===== src/rtl/julia_pkg.sv =====
// Shared types and widths for the Julia frame sequencer.
// Frame walk states plus datapath word widths.
package julia_pkg;

  localparam int COUNT_W = 13;
  localparam int COLOR_W = 8;
  localparam int FW      = 32;

  typedef enum logic [2:0] {
    IDLE,
    CLEAR,
    RUN,
    SETTLE,
    WRITE,
    DONE
  } state_e;

endpackage


===== src/rtl/julia_frame_sequencer_walker.sv =====
// Pixel walker: x/y raster counters, linear frame buffer address
// and a flag for the final pixel of the frame.
module julia_pixel_walker #(
  parameter int H_RES  = 640,
  parameter int V_RES  = 480,
  parameter int X_W    = 10,
  parameter int Y_W    = 9,
  parameter int ADDR_W = 19
) (
  input  logic              clk_i,
  input  logic              rst_i,
  input  logic              clr_i,
  input  logic              adv_i,
  output logic [X_W-1:0]    x_o,
  output logic [Y_W-1:0]    y_o,
  output logic [ADDR_W-1:0] addr_o,
  output logic              last_o
);

  logic [X_W-1:0]    x_q, x_d;
  logic [Y_W-1:0]    y_q, y_d;
  logic [ADDR_W-1:0] addr_q, addr_d;
  logic              x_end;

  assign x_end = (x_q == X_W'(H_RES - 1));

  always_comb begin
    x_d    = x_q;
    y_d    = y_q;
    addr_d = addr_q;
    if (clr_i) begin
      x_d    = '0;
      y_d    = '0;
      addr_d = '0;
    end else if (adv_i) begin
      // running address avoids a y*H_RES multiplier
      addr_d = addr_q + 1'b1;
      if (x_end) begin
        x_d = '0;
        y_d = y_q + 1'b1;
      end else begin
        x_d = x_q + 1'b1;
      end
    end
  end

  always_ff @(posedge clk_i) begin
    if (rst_i) begin
      x_q    <= '0;
      y_q    <= '0;
      addr_q <= '0;
    end else begin
      x_q    <= x_d;
      y_q    <= y_d;
      addr_q <= addr_d;
    end
  end

  assign x_o    = x_q;
  assign y_o    = y_q;
  assign addr_o = addr_q;
  assign last_o = x_end && (y_q == Y_W'(V_RES - 1));

endmodule


===== src/rtl/julia_frame_sequencer.sv =====
// Julia frame sequencer: walks the frame, feeds the iteration datapath
// and writes colours out. JULIA_SEQ_STALL_CNT_EN adds stall_cycles.
module julia_frame_sequencer
  import julia_pkg::*;
#(
  parameter int H_RES       = 640,
  parameter int V_RES       = 480,
  parameter int X_W         = 10,
  parameter int Y_W         = 9,
  parameter int ADDR_W      = 19,
  parameter int MAX_COUNT   = 8191,
  parameter int ACLR_CYCLES = 2
) (
  input  logic                 clk,
  input  logic                 rst,
  input  logic                 start,
  input  logic [FW-1:0]        rCin,
  input  logic [FW-1:0]        iCin,
  output logic                 busy,
  output logic                 done,
  output logic [X_W-1:0]       x_addr,
  output logic [Y_W-1:0]       y_addr,
  input  logic [FW-1:0]        rz_rom,
  input  logic [FW-1:0]        iz_rom,
  output logic [FW-1:0]        rZout,
  output logic [FW-1:0]        iZout,
  output logic [FW-1:0]        rCout,
  output logic [FW-1:0]        iCout,
  output logic [COUNT_W-1:0]   count,
  output logic                 aclr,
  input  logic [COLOR_W-1:0]   red_in,
  input  logic [COLOR_W-1:0]   blue_in,
  output logic [ADDR_W-1:0]    fb_addr,
  output logic [2*COLOR_W-1:0] fb_data,
  output logic                 fb_we,
  input  logic                 fb_ready
`ifdef JULIA_SEQ_STALL_CNT_EN
  ,
  output logic [31:0]          stall_cycles
`endif
);

  localparam int ACW = (ACLR_CYCLES > 1) ? $clog2(ACLR_CYCLES) : 1;

  state_e                 state_q;
  logic                   busy_q, done_q, aclr_q, we_q;
  logic [ACW-1:0]         acnt_q;
  logic [COUNT_W-1:0]     cnt_q;
  logic [FW-1:0]          rc_q, ic_q, rz_q, iz_q;
  logic [2*COLOR_W-1:0]   fbd_q;
  logic                   walk_clr, walk_adv, last_px;
`ifdef JULIA_SEQ_STALL_CNT_EN
  logic [31:0]            stall_q;
`endif

  assign walk_clr = (state_q == IDLE) && start;
  assign walk_adv = (state_q == WRITE) && fb_ready && !last_px;

  julia_pixel_walker #(
    .H_RES  (H_RES),
    .V_RES  (V_RES),
    .X_W    (X_W),
    .Y_W    (Y_W),
    .ADDR_W (ADDR_W)
  ) u_walker (
    .clk_i  (clk),
    .rst_i  (rst),
    .clr_i  (walk_clr),
    .adv_i  (walk_adv),
    .x_o    (x_addr),
    .y_o    (y_addr),
    .addr_o (fb_addr),
    .last_o (last_px)
  );

  always_ff @(posedge clk) begin
    if (rst) begin
      state_q <= IDLE;
      busy_q  <= 1'b0;
      done_q  <= 1'b0;
      aclr_q  <= 1'b0;
      we_q    <= 1'b0;
      acnt_q  <= '0;
      cnt_q   <= '0;
      rc_q    <= '0;
      ic_q    <= '0;
      rz_q    <= '0;
      iz_q    <= '0;
      fbd_q   <= '0;
`ifdef JULIA_SEQ_STALL_CNT_EN
      stall_q <= '0;
`endif
    end else begin
      unique case (state_q)
        IDLE: begin
          done_q <= 1'b0;
          if (start) begin
            rc_q    <= rCin;
            ic_q    <= iCin;
            busy_q  <= 1'b1;
            aclr_q  <= 1'b1;
            acnt_q  <= '0;
            state_q <= CLEAR;
`ifdef JULIA_SEQ_STALL_CNT_EN
            stall_q <= '0;
`endif
          end
        end
        CLEAR: begin
          // ROM data for the new x/y is valid by the last clear cycle
          if (acnt_q == ACW'(ACLR_CYCLES - 1)) begin
            rz_q    <= rz_rom;
            iz_q    <= iz_rom;
            aclr_q  <= 1'b0;
            cnt_q   <= '0;
            state_q <= RUN;
          end else begin
            acnt_q <= acnt_q + 1'b1;
          end
        end
        RUN: begin
          if (cnt_q == COUNT_W'(MAX_COUNT)) begin
            state_q <= SETTLE;
          end else begin
            cnt_q <= cnt_q + 1'b1;
          end
        end
        SETTLE: begin
          fbd_q   <= {red_in, blue_in};
          we_q    <= 1'b1;
          cnt_q   <= '0;
          state_q <= WRITE;
        end
        WRITE: begin
          if (fb_ready) begin
            we_q <= 1'b0;
            if (last_px) begin
              state_q <= DONE;
            end else begin
              aclr_q  <= 1'b1;
              acnt_q  <= '0;
              state_q <= CLEAR;
            end
          end
`ifdef JULIA_SEQ_STALL_CNT_EN
          else if (stall_q != '1) begin
            stall_q <= stall_q + 1'b1;
          end
`endif
        end
        DONE: begin
          done_q  <= 1'b1;
          busy_q  <= 1'b0;
          state_q <= IDLE;
        end
        default: state_q <= IDLE;
      endcase
    end
  end

  assign busy    = busy_q;
  assign done    = done_q;
  assign aclr    = aclr_q;
  assign count   = cnt_q;
  assign rCout   = rc_q;
  assign iCout   = ic_q;
  assign rZout   = rz_q;
  assign iZout   = iz_q;
  assign fb_data = fbd_q;
  assign fb_we   = we_q;
`ifdef JULIA_SEQ_STALL_CNT_EN
  assign stall_cycles = stall_q;
`endif

endmodule

===== config.mk =====
export PLATFORM = sky130hd
export DESIGN_NAME = julia_frame_sequencer
export DESIGN_NICKNAME = d
export VERILOG_FILES = /design/src/rtl/julia_pkg.sv /design/src/rtl/julia_frame_sequencer_walker.sv /design/src/rtl/julia_frame_sequencer.sv
export SDC_FILE = /design/constraint.sdc
export NUM_CORES = 1
export LEC_CHECK = 0
export BUFFER_PORTS_ARGS = -buffer_cell sky130_fd_sc_hd__buf_2
export CAP_MARGIN = 20
export CORE_MARGIN = 1
export CORE_UTILIZATION = 45
export CTS_BUF_LIST = sky130_fd_sc_hd__clkbuf_16
export CTS_CLUSTER_DIAMETER = 40
export DETAILED_ROUTE_END_ITERATION = 12
export GPL_ROUTABILITY_DRIVEN = 0
export MAX_ROUTING_LAYER = met4
export PLACE_DENSITY = 0.74
export SKIP_LAST_GASP = 1
export SYNTH_ARGS = -nofsm -noshare
export SYNTH_HDL_FRONTEND = slang
export SYNTH_HIERARCHICAL = 1
export SYNTH_SLANG_ARGS = --single-unit
export TNS_END_PERCENT = 100

===== constraint.sdc =====
create_clock -name clk -period 2.8 [get_ports clk]
set_input_delay 0.28 -clock clk [delete_from_list [all_inputs] [get_ports clk]]
set_output_delay 0.28 -clock clk [all_outputs]
set_load 0.1 [all_outputs]

==> results, run 1 <==
- Among all flip-flop cells after synthesis, the most frequent one is sky130_fd_sc_hd__dfxtp_1.
- The non-filler instance count after layout is about 1700.
- The final-report max-slew violation count is 0.
- Of the total power, the share spent switching nets is 0.378.
- The number of flops mapped to enable cells by yosys is 0.
- After detailed placement, the design holds a cell count of between 1000 and 1500.
- STA classifies the critical path startpoint as a flop.
- The portion of the post-synthesis area used by sequential elements is 0.522.
- Summed over all cells, the static leakage comes to around 5.3 nW.
- The post-synthesis instance area is around 7800 sq um.
- Summed over all failing endpoints, the final setup total negative slack is 0 ns.
- The number of setup buffers added after CTS is 0.
- After routing the design area is approximately 12000 sq um.
- The via count of the first global-routing pass was between 8000 and 9000.
- The kind of critical path is reg2reg.
- The root buffer cell is sky130_fd_sc_hd__clkbuf_16.
- The detailed-router iteration count before antenna repair is 5.
- The total number of H-tree levels is 1.
- The clock slew at the register clock pins of the worst setup and hold paths is approximately 0.05 ns.
- The core region is approximately 17000 sq um.
- Counting every instance in the synthesized netlist gives ~970.
- The effective utilization at floorplan is 0.465.
- Setup violations remaining at the end of the flow were counted as 0.
- No sink is reached through more buffers than the 3 on the longest clock path.
- The worst voltage drop across the vdd grid is 535 uV.
- The share of post-route cells with drive strength above 1 is 0.303.
- The first global-routing pass estimated between 40000 and 50000 um of wire.
- The net switching power figure is about 3.6 mW.
- The tightest min-delay check is of the in2reg type.
- The HPWL after detailed placement is 15500 um.
- The total number of yosys warnings is 6.
- Measured along the y axis, the die boundary spans around 130 um.
- The maximum net fanout on the critical path is 12.
- The leftover overflow at the end of global routing is 0.
- Setup repair after global routing left no endpoint under its margin.
- The tool flagged a number of max-cap violations equal to 0.
- The worst slew slack as a fraction of its limit is 0.555.
- After detailed routing, the average wire length per cell comes to 15.9 um.
- The internal power of the cells totals approximately 5.9 mW.
- During placement, the flow inserted port buffers numbering 346.
- The flip-flop and latch count after synthesis is slightly above 200.
- The count of standard-cell rows is 47.
- The slew at the pin closest to its max-slew limit is around 0.67 ns.
- The via count is between 8000 and 9000.
- After synthesis, the mean cell area works out to between 8 and 9 sq um.
- The pre-CTS setup slack is roughly 0.17 ns.
- The initial antenna violation count was 2.
- The run finished with clean final reports.
- The clock arrives with 0.0129 ns of skew.
- The worst setup path is captured at a flop.
- The detail route stage leaves a number of antenna-violating nets equal to 0.
- The CTS buffer count is 31.
- The smallest clock period supported by the final layout is computed as approximately 2.7 ns.
- For this design the ratio of total power to cell area is about 800 nW/um^2.
- Relative to the synthesized area, the layout overhead comes to 54.5%.
- The overall die area is around 18000 sq um.
- The portion of total power attributed to combinational logic is 0.277.
- The floorplan step set the die width to between 100 and 150 um.
- The total routing usage reported by global routing is 0.295.
- After the first detailed-routing iteration, the DRC count stood at 504.
- The fraction of registers with async set/reset is 0.
- The number of endpoints with negative hold slack in the final report came to 0.
- The share of power burned in the clock network is 0.385.
- Using the TritonRoute via totals, the vias-per-cell ratio works out to roughly 5.2.
- The fraction of power consumed by sequential logic is 0.339.
- Yosys mapped the design onto 52 distinct sky130hd cell types.
- The clock reaches the later pin of the worst-skew pair after 0.53 ns.
- The placed instance area is ~9700 sq um.
- In the post-route analysis, the smallest setup slack over all paths is ~0.13 ns.
- The largest net degree at the start of global routing is 132.
- The post-synthesis net count is roughly 1100.
- between 300 and 400 I/O pins were placed.
- The data arrival time of the critical path is ~3.1 ns.
- The clock tree from TritonCTS is done.
- In the finished design, the share of the clock period the worst path needs comes to 0.953.
- The post-layout net count is 1583.
- The design draws ~9.4 mW.
- The slack of the worst reg-to-reg path is ~0.13 ns.
- The highest clock frequency the design can meet is 375 MHz.
- The wire length reported by the detailed router is 26700 um.
- At the worst endpoint, the required time is roughly 3.3 ns.
- The clock net in this run drives a total of 203 sinks.
- The number of remaining DRC errors is 0.
-- area by class of cell --
class                           count  area [sq um]
Multi-Input combinational cell    691          3440
Sequential cell                   203          4080
Inverter                            7          26.3
Clock inverter                     25           215
Clock buffer                       31           776
Tap cell                          220           275
Timing Repair Buffer              497          3220
Antenna cell                        2          5.00
Fill cell                        1225          4720
-- critical path, cell delays in order (launching register included) --
cell,delay [ns]
sky130_fd_sc_hd__dfxtp_2,0.34
sky130_fd_sc_hd__ha_1,0.21
sky130_fd_sc_hd__and2_1,0.17
sky130_fd_sc_hd__nand2_1,0.07
sky130_fd_sc_hd__nor4_1,0.06
sky130_fd_sc_hd__nand2b_1,0.16
sky130_fd_sc_hd__nor2_1,0.34
sky130_fd_sc_hd__buf_4,0.26
sky130_fd_sc_hd__and3_1,0.25
sky130_fd_sc_hd__nand3_1,0.12
sky130_fd_sc_hd__or3_2,0.47
sky130_fd_sc_hd__a21oi_1,0.16
-- cells in the final DEF (no fill, tap or decap), types with 15 or more instances in the layout --
cell type                       Yosys  final
sky130_fd_sc_hd__a21oi_1          166    166
sky130_fd_sc_hd__clkbuf_16          0     31
sky130_fd_sc_hd__dlygate4sd3_1      0    136
sky130_fd_sc_hd__nand2_1          315    314
sky130_fd_sc_hd__buf_2             29    345
sky130_fd_sc_hd__buf_4              0     15
sky130_fd_sc_hd__nor2_1            38     38
sky130_fd_sc_hd__nand3_1           17     17
sky130_fd_sc_hd__dfxtp_1          203    191
sky130_fd_sc_hd__nand4_1           15     15
-- path summary, 6_finish.rpt --
kind,start,endpoint,depth (start not counted)
min reg2reg,rCout[11],rCout[11],2
max,u_walker/y_o[0],u_walker/addr_o[17],11
min,rCin[19],rCout[19],3
max reg2reg,u_walker/y_o[0],u_walker/addr_o[17],11
-- timing repair --
item / 4_1_cts / 5_1_grt
hold buffers: 136 / 0
endpoints found under the setup margin: 0 / 1
gates resized for setup: 0 / 1
endpoints found under the hold margin: 136 / 0
-- cell families after synthesis --
logic type               share of synthesized area
multiplexers                               0.00514
buffers and inverters                       0.0389
flip-flops                                   0.522
AND/OR/NAND/NOR                              0.255
XOR/XNOR                                    0.0259
adder cells (fa/ha/maj)                    0.00642
AO/OA/AOI/OAI                                0.147
-- power by group through the flow --
stage                     combinational (mW)  sequential, mW  clock, mW
final                                   2.61            3.20       3.63
after CTS                               2.58            3.19       3.68
after global placement                  2.41            3.24          0
after detailed placement                2.42            3.25          0
after global routing                    2.73            3.22       3.83
after floorplan                        0.616            4.59          0
-- Yosys cell counts, types with 4 or more instances --
master	count	area share
sky130_fd_sc_hd__ha_1	4	0.0064
sky130_fd_sc_hd__buf_2	29	0.019
sky130_fd_sc_hd__a311oi_1	6	0.0067
sky130_fd_sc_hd__clkbuf_1	31	0.015
sky130_fd_sc_hd__or3_1	9	0.0072
sky130_fd_sc_hd__nand2b_1	6	0.0048
sky130_fd_sc_hd__xor2_1	14	0.016
sky130_fd_sc_hd__nor2_1	38	0.018
sky130_fd_sc_hd__and3_1	7	0.0056
sky130_fd_sc_hd__and4_1	7	0.0079
sky130_fd_sc_hd__inv_1	7	0.0034
sky130_fd_sc_hd__nor3_1	5	0.0032
sky130_fd_sc_hd__dfxtp_1	203	0.52
sky130_fd_sc_hd__a211oi_1	5	0.0048
sky130_fd_sc_hd__mux2i_1	4	0.0051
sky130_fd_sc_hd__a21oi_1	166	0.11
sky130_fd_sc_hd__a31oi_1	6	0.0048
sky130_fd_sc_hd__nand2_1	315	0.15
sky130_fd_sc_hd__or2_2	4	0.0032
sky130_fd_sc_hd__nand3_1	17	0.011
sky130_fd_sc_hd__o21ai_0	12	0.0077
sky130_fd_sc_hd__nand4_1	15	0.012
sky130_fd_sc_hd__buf_1	4	0.0019
sky130_fd_sc_hd__xnor2_1	9	0.010
-- metal layers --
layer,routed length [um],up-vias,track usage
met5,0,-,-
met4,1420,0,0.164
met3,2060,126,0.0727
met2,13200,390,0.501
met1,10100,4045,0.313
li1,-,4181,-
-- state kept, by name (all words and copies together), names as in the netlist --
name,flops
aclr,1
acnt_q,1
busy,1
count,13
done,1
fb_data,16
fb_we,1
iCout,32
iZout,32
rCout,32
rZout,32
state_q,3
u_walker/addr_o,19
u_walker/x_o,10
u_walker/y_o,9
-- stage by stage --
| stage | hold slack [ns] | utilization |
|---|---|---|
| 6_report | 0.0244 | 0.718 |
| 5_1_grt | 0.00603 | 0.718 |
| 4_1_cts | 0.000988 | 0.717 |
| 3_5_place_dp | 0.443 | 0.577 |
| 3_3_place_gp | 0.439 | 0.577 |
| 2_1_floorplan | 0.416 | - |
No activity file was read; power rests on OpenSTA's default activity.
==> run 2, diff against run 1 <==
BUFFER_PORTS_ARGS = not set   (was -buffer_cell sky130_fd_sc_hd__buf_2)
CORE_AREA = 4 4 133 135   (was not set)
CORE_MARGIN = not set   (was 1)
CORE_UTILIZATION = not set   (was 45)
DIE_AREA = 0 0 137 139   (was not set)
DONT_BUFFER_PORTS = 1   (was not set)
PLACE_DENSITY = 0.59   (was 0.74)
==> run 2 against run 1 <==
Effect of this change:
- via count is 16% lower
- final area is 9.0% lower
- power is 0.32% lower
- core utilization is 5.3 points lower
- largest power group is now sequential cells
- critical endpoint is now u_walker/x_o[9]
- global-route usage is 6.0 points lower
- clock-buffer cell count stayed put
- sequential share of layout area is 3.3 points higher
- routed wire length is 12% lower
- sequential power is 38% higher
- worst setup slack better by 0.12 ns
==> results, run 2 (same netlist as run 1, synthesis figures left out) <==
- The violation count after the first detailed-route iteration is 387 (was 504).
- The power consumption is 9.41 mW (was 9.44 mW).
- The final period demand of the worst path was 2.54 ns (was 2.67 ns).
- The total number of H-tree levels is 1 (unchanged).
- The final-report max-slew violation count is 0 (unchanged).
- Ordered cell list for the critical path: and4bb_2, nand2_1, nor4_1, nand2b_1, nor2_1, buf_4, and3_1, buf_4, and3_1, or2_1, nor2_1 (was ha_1, and2_1, nand2_1, nor4_1, nand2b_1, nor2_1, buf_4, and3_1, nand3_1, or3_2, a21oi_1).
- The number of buffers inserted by port buffering is 0 (was 346).
- Setup repair after global routing missed its margin: false (unchanged).
- The insertion delay of the later-clocked pin in the worst-skew pair is 0.54 ns (was 0.53 ns).
- The placed instance area is 8410 sq um (was 9670 sq um).
- The post-route fraction of the period consumed by the critical path is 0.909 (was 0.953).
- The clock tree from TritonCTS was done (unchanged).
- The max capacitance violation total is 0 (unchanged).
- The die extent in y is 139 um (was 134 um).
- The setup violation total in the final timing report is 0 (unchanged).
- The type of element capturing the critical path is a flop (unchanged).
- The largest buffer count on any clock path is 3 (unchanged).
- The pre-CTS setup slack is 0.262 ns (was 0.166 ns).
- The clock slew at the register clock pins of the worst setup and hold paths is 0.05 ns (about the same).
- The detailed-router iteration count before antenna repair is 4 (was 5).
- The wire length of the first global-routing pass is 36100 um (was 41300 um).
- The initial antenna violation count is 0 (was 2).
- The number of endpoints with negative hold slack in the final report is 0 (unchanged).
- The fraction of the core area covered by cells at the end of the flow is 0.665 (was 0.718).
- The area of the core came to 16500 sq um (was 16800 sq um).
- The TritonCTS sink count is 203 (unchanged).
- Run status: finished, final reports clean (unchanged).
- The post-layout net count came to 1311 (was 1583).
- The diode insertion count for antenna repair came to 0 (was 2).
- The root buffer cell is sky130_fd_sc_hd__clkbuf_16 (unchanged).
- The leftover overflow at the end of global routing is 0 (unchanged).
- The CTS buffer count is 31 (unchanged).
- The mean number of vias per cell was 5.24 (was 5.22).
- Most frequent cells in the layout: sky130_fd_sc_hd__nand2_1 (314), sky130_fd_sc_hd__dfxtp_1 (191), sky130_fd_sc_hd__a21oi_1 (166) (was sky130_fd_sc_hd__buf_2 (345), sky130_fd_sc_hd__nand2_1 (314), sky130_fd_sc_hd__dfxtp_1 (191)).
- The class of the tightest hold or removal check was in2reg (unchanged).
- The wire length reported by the detailed router is 23600 um (was 26700 um).
- The post-detailed-placement half-perimeter wirelength is 14600 um (was 15500 um).
- The kind of critical path is reg2reg (unchanged).
- The worst hold-check slack was 0.0315 ns (was 0.0244 ns).
- The maximum net fanout on the critical path is 14 (was 12).
- The slew at the pin closest to its max-slew limit is 1.05 ns (was 0.668 ns).
- The path depth of the worst reg2reg path is 11 (unchanged).
- The highest clock frequency the design can meet is 393 MHz (was 375 MHz).
- The setup slack after layout is 0.256 ns (was 0.131 ns).
- The remaining antenna violation count after routing is 0 (unchanged).
- The overall die area is 19000 sq um (was 17800 sq um).
- The worst voltage drop across the vdd grid is 569 uV (was 535 uV).
- The number of remaining DRC errors was 0 (unchanged).
- The via count is 7360 (was 8742).
- The final routed wire length divided by cell count came to 16.8 um (was 15.9 um).
- The total power per unit cell area is 859 nW/um^2 (was 784 nW/um^2).
- The total non-filler cell area in the finished layout is 11000 sq um (was 12000 sq um).
- The total negative setup slack is 0 ns (unchanged).
- The worst reg2reg path endpoint is u_walker/x_o[9] (was u_walker/addr_o[17]).
- The non-filler instance count after layout is 1404 (was 1676).
- The critical path launch point was u_walker/x_o[8] (was u_walker/y_o[0]).
- The standby leakage power is 4.13 nW (was 5.30 nW).
- The depth of the worst hold-timing path is 3 (unchanged).
- The total routing usage reported by global routing was 0.234 (was 0.295).
- The worst slew slack as a fraction of its limit is 0.300 (was 0.555).
- The slack of the worst reg-to-reg path is 0.26 ns (was 0.13 ns).
- The number of buffers added for setup after CTS is 0 (unchanged).
- The count of standard-cell rows is 47 (unchanged).
- The hold-critical path endpoint is busy (was rCout[19]).
- The most common library cell in the layout ignoring fill and taps is sky130_fd_sc_hd__nand2_1 (was sky130_fd_sc_hd__buf_2).
- The data arrival time of the critical path is 3.00 ns (was 3.12 ns).
- The worst-path cell with the longest stage delay is sky130_fd_sc_hd__nor4_1 (was sky130_fd_sc_hd__or3_2).
- The overall die width was 137 um (was 134 um).
- The clock skew is 0.0192 ns (was 0.0129 ns).
- The number of resized instances in the post-cts repair step is 0 (unchanged).
- The effective utilization at floorplan came to 0.473 (was 0.465).
- The via count of the first global-routing pass is 7068 (was 8409).
- The count of placed standard cells including taps came to 1200 (was 1482).
- The largest net degree at the start of global routing is 145 (was 132).
- The post-cts hold buffer count was 146 (was 136).
- The worst endpoint required time is 3.26 ns (about the same).
- The stage delay of the slowest cell on the critical path came to 0.36 ns (was 0.47 ns).
- The share of post-route cells with drive strength above 1 was 0.139 (was 0.303).
- The reg-to-reg critical path startpoint is u_walker/x_o[8] (was u_walker/y_o[0]).
- The area added between synthesis and finish is 40.6% (was 54.5%).
- The launch instance of the worst min-delay path is start (was rCin[19]).
- The count of pins on the block boundary is 347 (unchanged).
- The launching element type of the critical path is a flop (unchanged).
## run 2: final cells by class
class                           count  area (sq um)
Inverter                            7          26.3
Fill cell                        1346          5510
Sequential cell                   203          4080
Clock buffer                       31           776
Timing Repair Buffer              225          2070
Multi-Input combinational cell    691          3430
Clock inverter                     27           294
Tap cell                          220           275
## run 2: worst max path at each step
| stage | slack [ns] | endpoint | cells past startpoint |
|---|---|---|---|
| floorplan | 0.05 | u_walker/addr_o[18] | 10 |
| global placement | 0.38 | u_walker/x_o[4] | 11 |
| detailed placement | 0.26 | u_walker/x_o[9] | 11 |
| CTS | 0.26 | u_walker/x_o[9] | 11 |
| global route | 0.1 | u_walker/x_o[9] | 11 |
| finish | 0.26 | u_walker/x_o[9] | 11 |
## run 2: where the power goes
group	switching [mW]	leakage, nW	total, mW	internal [mW]
Clock	1.42	0.524	3.85	2.43
Combinational	0.730	1.95	1.13	0.398
Sequential	1.34	1.65	4.43	3.09
## run 2: layer usage
metal	vias up	part of all wire	global-route usage
li1	3647	-	-
met5	-	0	-
met1	3351	0.38	0.268
met4	0	0.032	0.0825
met3	64	0.091	0.0624
met2	298	0.50	0.393
## run 2: critical path, delay by kind of cell (launching register included)
kind | cells | cell delay, ns
AND/OR/NAND/NOR | 9 | 1.83
buffers and inverters | 2 | 0.33
flip-flops | 1 | 0.31
==> run 3, diff against run 2 <==
RECOVER_POWER = 100   (was not set)
==> run 3 against run 2 <==
Effect of this change:
- combinational power about the same
- first-iteration DRC count down 17%
- global-route usage unchanged
- routed wire length about the same
- clock skew up 0.0017 ns
- core utilization down 1.6 points
- final area down 2.4%
- worst hold slack worse by 0.00076 ns
- register-to-register slack worse by 0.09 ns
- largest power group unchanged
- clock power about the same
- critical endpoint is now u_walker/addr_o[17]
==> results, run 3 (same netlist as run 1, synthesis figures left out) <==
- Most frequent cells in the layout: sky130_fd_sc_hd__nand2_1 (314), sky130_fd_sc_hd__dfxtp_1 (193), sky130_fd_sc_hd__a21oi_1 (166) (was sky130_fd_sc_hd__nand2_1 (314), sky130_fd_sc_hd__dfxtp_1 (191), sky130_fd_sc_hd__a21oi_1 (166)).
- The fraction of power consumed by sequential logic is 0.472 (was 0.471).
- The effective utilization at floorplan is 0.473 (unchanged).
- The portion of total power attributed to combinational logic was 0.117 (was 0.120).
- The initial antenna violation count came to 0 (unchanged).
- The largest net degree at the start of global routing was 145 (unchanged).
- The total power per unit cell area came to 878 nW/um^2 (was 859 nW/um^2).
- The post-route fraction of the period consumed by the critical path was 0.942 (was 0.909).
- The root buffer cell was sky130_fd_sc_hd__clkbuf_16 (unchanged).
- Setup repair after global routing missed its margin: false (unchanged).
- The number of buffers inserted by port buffering came to 0 (unchanged).
- The leftover overflow at the end of global routing is 0 (unchanged).
- The net switching power figure is 3.49 mW (about the same).
- The share of post-route cells with drive strength above 1 is 0.0819 (was 0.139).
- The data arrival time of the critical path is 3.09 ns (was 3.00 ns).
- The total non-filler cell area in the finished layout is 10700 sq um (was 11000 sq um).
- The remaining antenna violation count after routing is 0 (unchanged).
- The path depth of the worst reg2reg path came to 5 (was 11).
- The reg-to-reg critical path startpoint was u_walker/addr_o[0] (was u_walker/x_o[8]).
- The area added between synthesis and finish came to 37.3% (was 40.6%).
- The die extent in y is 139 um (unchanged).
- The launch instance of the worst min-delay path is start (unchanged).
- The launching element type of the critical path was a flop (unchanged).
- The TritonCTS sink count was 203 (unchanged).
- The CTS buffer count is 31 (unchanged).
- The largest buffer count on any clock path is 3 (unchanged).
- The number of resized instances in the post-cts repair step is 0 (unchanged).
- The count of standard-cell rows is 47 (unchanged).
- The count of pins on the block boundary came to 347 (unchanged).
- The clock skew was 0.0209 ns (was 0.0192 ns).
- The detailed-router iteration count before antenna repair came to 5 (was 4).
- The worst endpoint required time was 3.25 ns (was 3.26 ns).
- The number of remaining DRC errors is 0 (unchanged).
- The depth of the worst hold-timing path is 3 (unchanged).
- The net switching fraction of the power is 0.372 (was 0.371).
- The total negative setup slack was 0 ns (unchanged).
- The diode insertion count for antenna repair is 0 (unchanged).
- The hold-critical path endpoint is busy (unchanged).
- The wire length of the first global-routing pass is 36100 um (unchanged).
- The number of buffers added for setup after CTS came to 0 (unchanged).
- The insertion delay of the later-clocked pin in the worst-skew pair is 0.54 ns (about the same).
- The internal power is 5.90 mW (was 5.92 mW).
- The post-layout net count is 1311 (unchanged).
- The via count of the first global-routing pass is 7068 (unchanged).
- The placed instance area is 8410 sq um (unchanged).
- The clock slew at the register clock pins of the worst setup and hold paths was 0.06 ns (was 0.05 ns).
- The share of power burned in the clock network is 0.411 (was 0.409).
- The total routing usage reported by global routing was 0.234 (unchanged).
- The mean number of vias per cell was 5.27 (was 5.24).
- The worst voltage drop across the vdd grid is 569 uV (about the same).
- The overall die width came to 137 um (unchanged).
- The via count is 7395 (was 7360).
- The class of the tightest hold or removal check is in2reg (unchanged).
- The worst reg2reg path endpoint was u_walker/addr_o[17] (was u_walker/x_o[9]).
- Run status: finished, final reports clean (unchanged).
- The kind of critical path was reg2reg (unchanged).
- The post-cts hold buffer count was 146 (unchanged).
- The wire length reported by the detailed router is 23600 um (about the same).
- The overall die area came to 19000 sq um (unchanged).
- The area of the core is 16500 sq um (unchanged).
- The slack of the worst reg-to-reg path came to 0.16 ns (was 0.26 ns).
- The post-detailed-placement half-perimeter wirelength was 14600 um (unchanged).
- The total number of H-tree levels came to 1 (unchanged).
- The worst slew slack as a fraction of its limit is 0.0478 (was 0.300).
- The final period demand of the worst path is 2.64 ns (was 2.54 ns).
- The number of endpoints with negative hold slack in the final report came to 0 (unchanged).
- The setup violation total in the final timing report is 0 (unchanged).
- The max capacitance violation total is 0 (unchanged).
- The maximum net fanout on the critical path is 6 (was 14).
- The fraction of the core area covered by cells at the end of the flow is 0.649 (was 0.665).
- The violation count after the first detailed-route iteration is 321 (was 387).
- The highest clock frequency the design can meet is 379 MHz (was 393 MHz).
- The slew at the pin closest to its max-slew limit is 1.43 ns (was 1.05 ns).
- The most common library cell in the layout ignoring fill and taps is sky130_fd_sc_hd__nand2_1 (unchanged).
- The standby leakage power came to 3.85 nW (was 4.13 nW).
- The final routed wire length divided by cell count came to 16.8 um (about the same).
- The final-report max-slew violation count is 0 (unchanged).
- The type of element capturing the critical path is a flop (unchanged).
- The clock tree from TritonCTS is done (unchanged).
-- run 3: how the worst max path moves through the flow --
stage                             startpoint                   to  slack, ns  cells after the start
after floorplan              u_walker/x_o[8]  u_walker/addr_o[18]       0.05                     10
after detailed placement     u_walker/x_o[8]      u_walker/x_o[9]       0.26                     11
after global placement       u_walker/x_o[8]      u_walker/x_o[4]       0.38                     11
after global routing                count[4]            count[10]       0.06                      5
final                     u_walker/addr_o[0]  u_walker/addr_o[17]       0.16                      5
after CTS                    u_walker/x_o[8]      u_walker/x_o[9]       0.26                     11
-- run 3: layer usage --
layer	wire length (um)	up-vias	track usage
met5	0	-	-
met1	8980	3417	0.268
met2	11800	280	0.393
li1	-	3646	-
met3	2070	52	0.0624
met4	681	0	0.0825
-- run 3: through the flow --
step	power, mW	worst slack [ns]	instances	hold WS (ns)
finish	9.39	0.163	1404	0.0308
global route	9.74	0.0588	1404	0.0279
CTS	9.48	0.259	1404	0.00668
detailed placement	5.40	0.262	1200	0.365
global placement	5.39	0.375	1200	0.360
floorplan	5.21	0.0516	965	0.416
-- run 3: final cells by class --
type | instances | area, sq um
clock buffers | 31 | 776
clock inverters | 27 | 294
fillers | 1421 | 5770
inverters | 7 | 26.3
multi-input cells | 691 | 3410
flip-flops and latches | 203 | 4080
well taps | 220 | 275
repair buffers | 225 | 1840
-- run 3: critical path, cell delays in order, from the launching register on --
cell and delay [ns]:
sky130_fd_sc_hd__dfxtp_1 0.33, sky130_fd_sc_hd__clkbuf_1 1.02, sky130_fd_sc_hd__and4_1 0.44, sky130_fd_sc_hd__nand3_1 0.12, sky130_fd_sc_hd__or3_2 0.51, sky130_fd_sc_hd__a21oi_1 0.14
-- run 3: power by group through the flow --
stage,Combinational (mW),Sequential (mW),Clock (mW)
5_1_grt,1.21,4.45,4.08
2_1_floorplan,0.616,4.59,0
6_report,1.10,4.43,3.86
3_5_place_dp,0.913,4.49,0
3_3_place_gp,0.904,4.48,0
4_1_cts,1.12,4.43,3.93
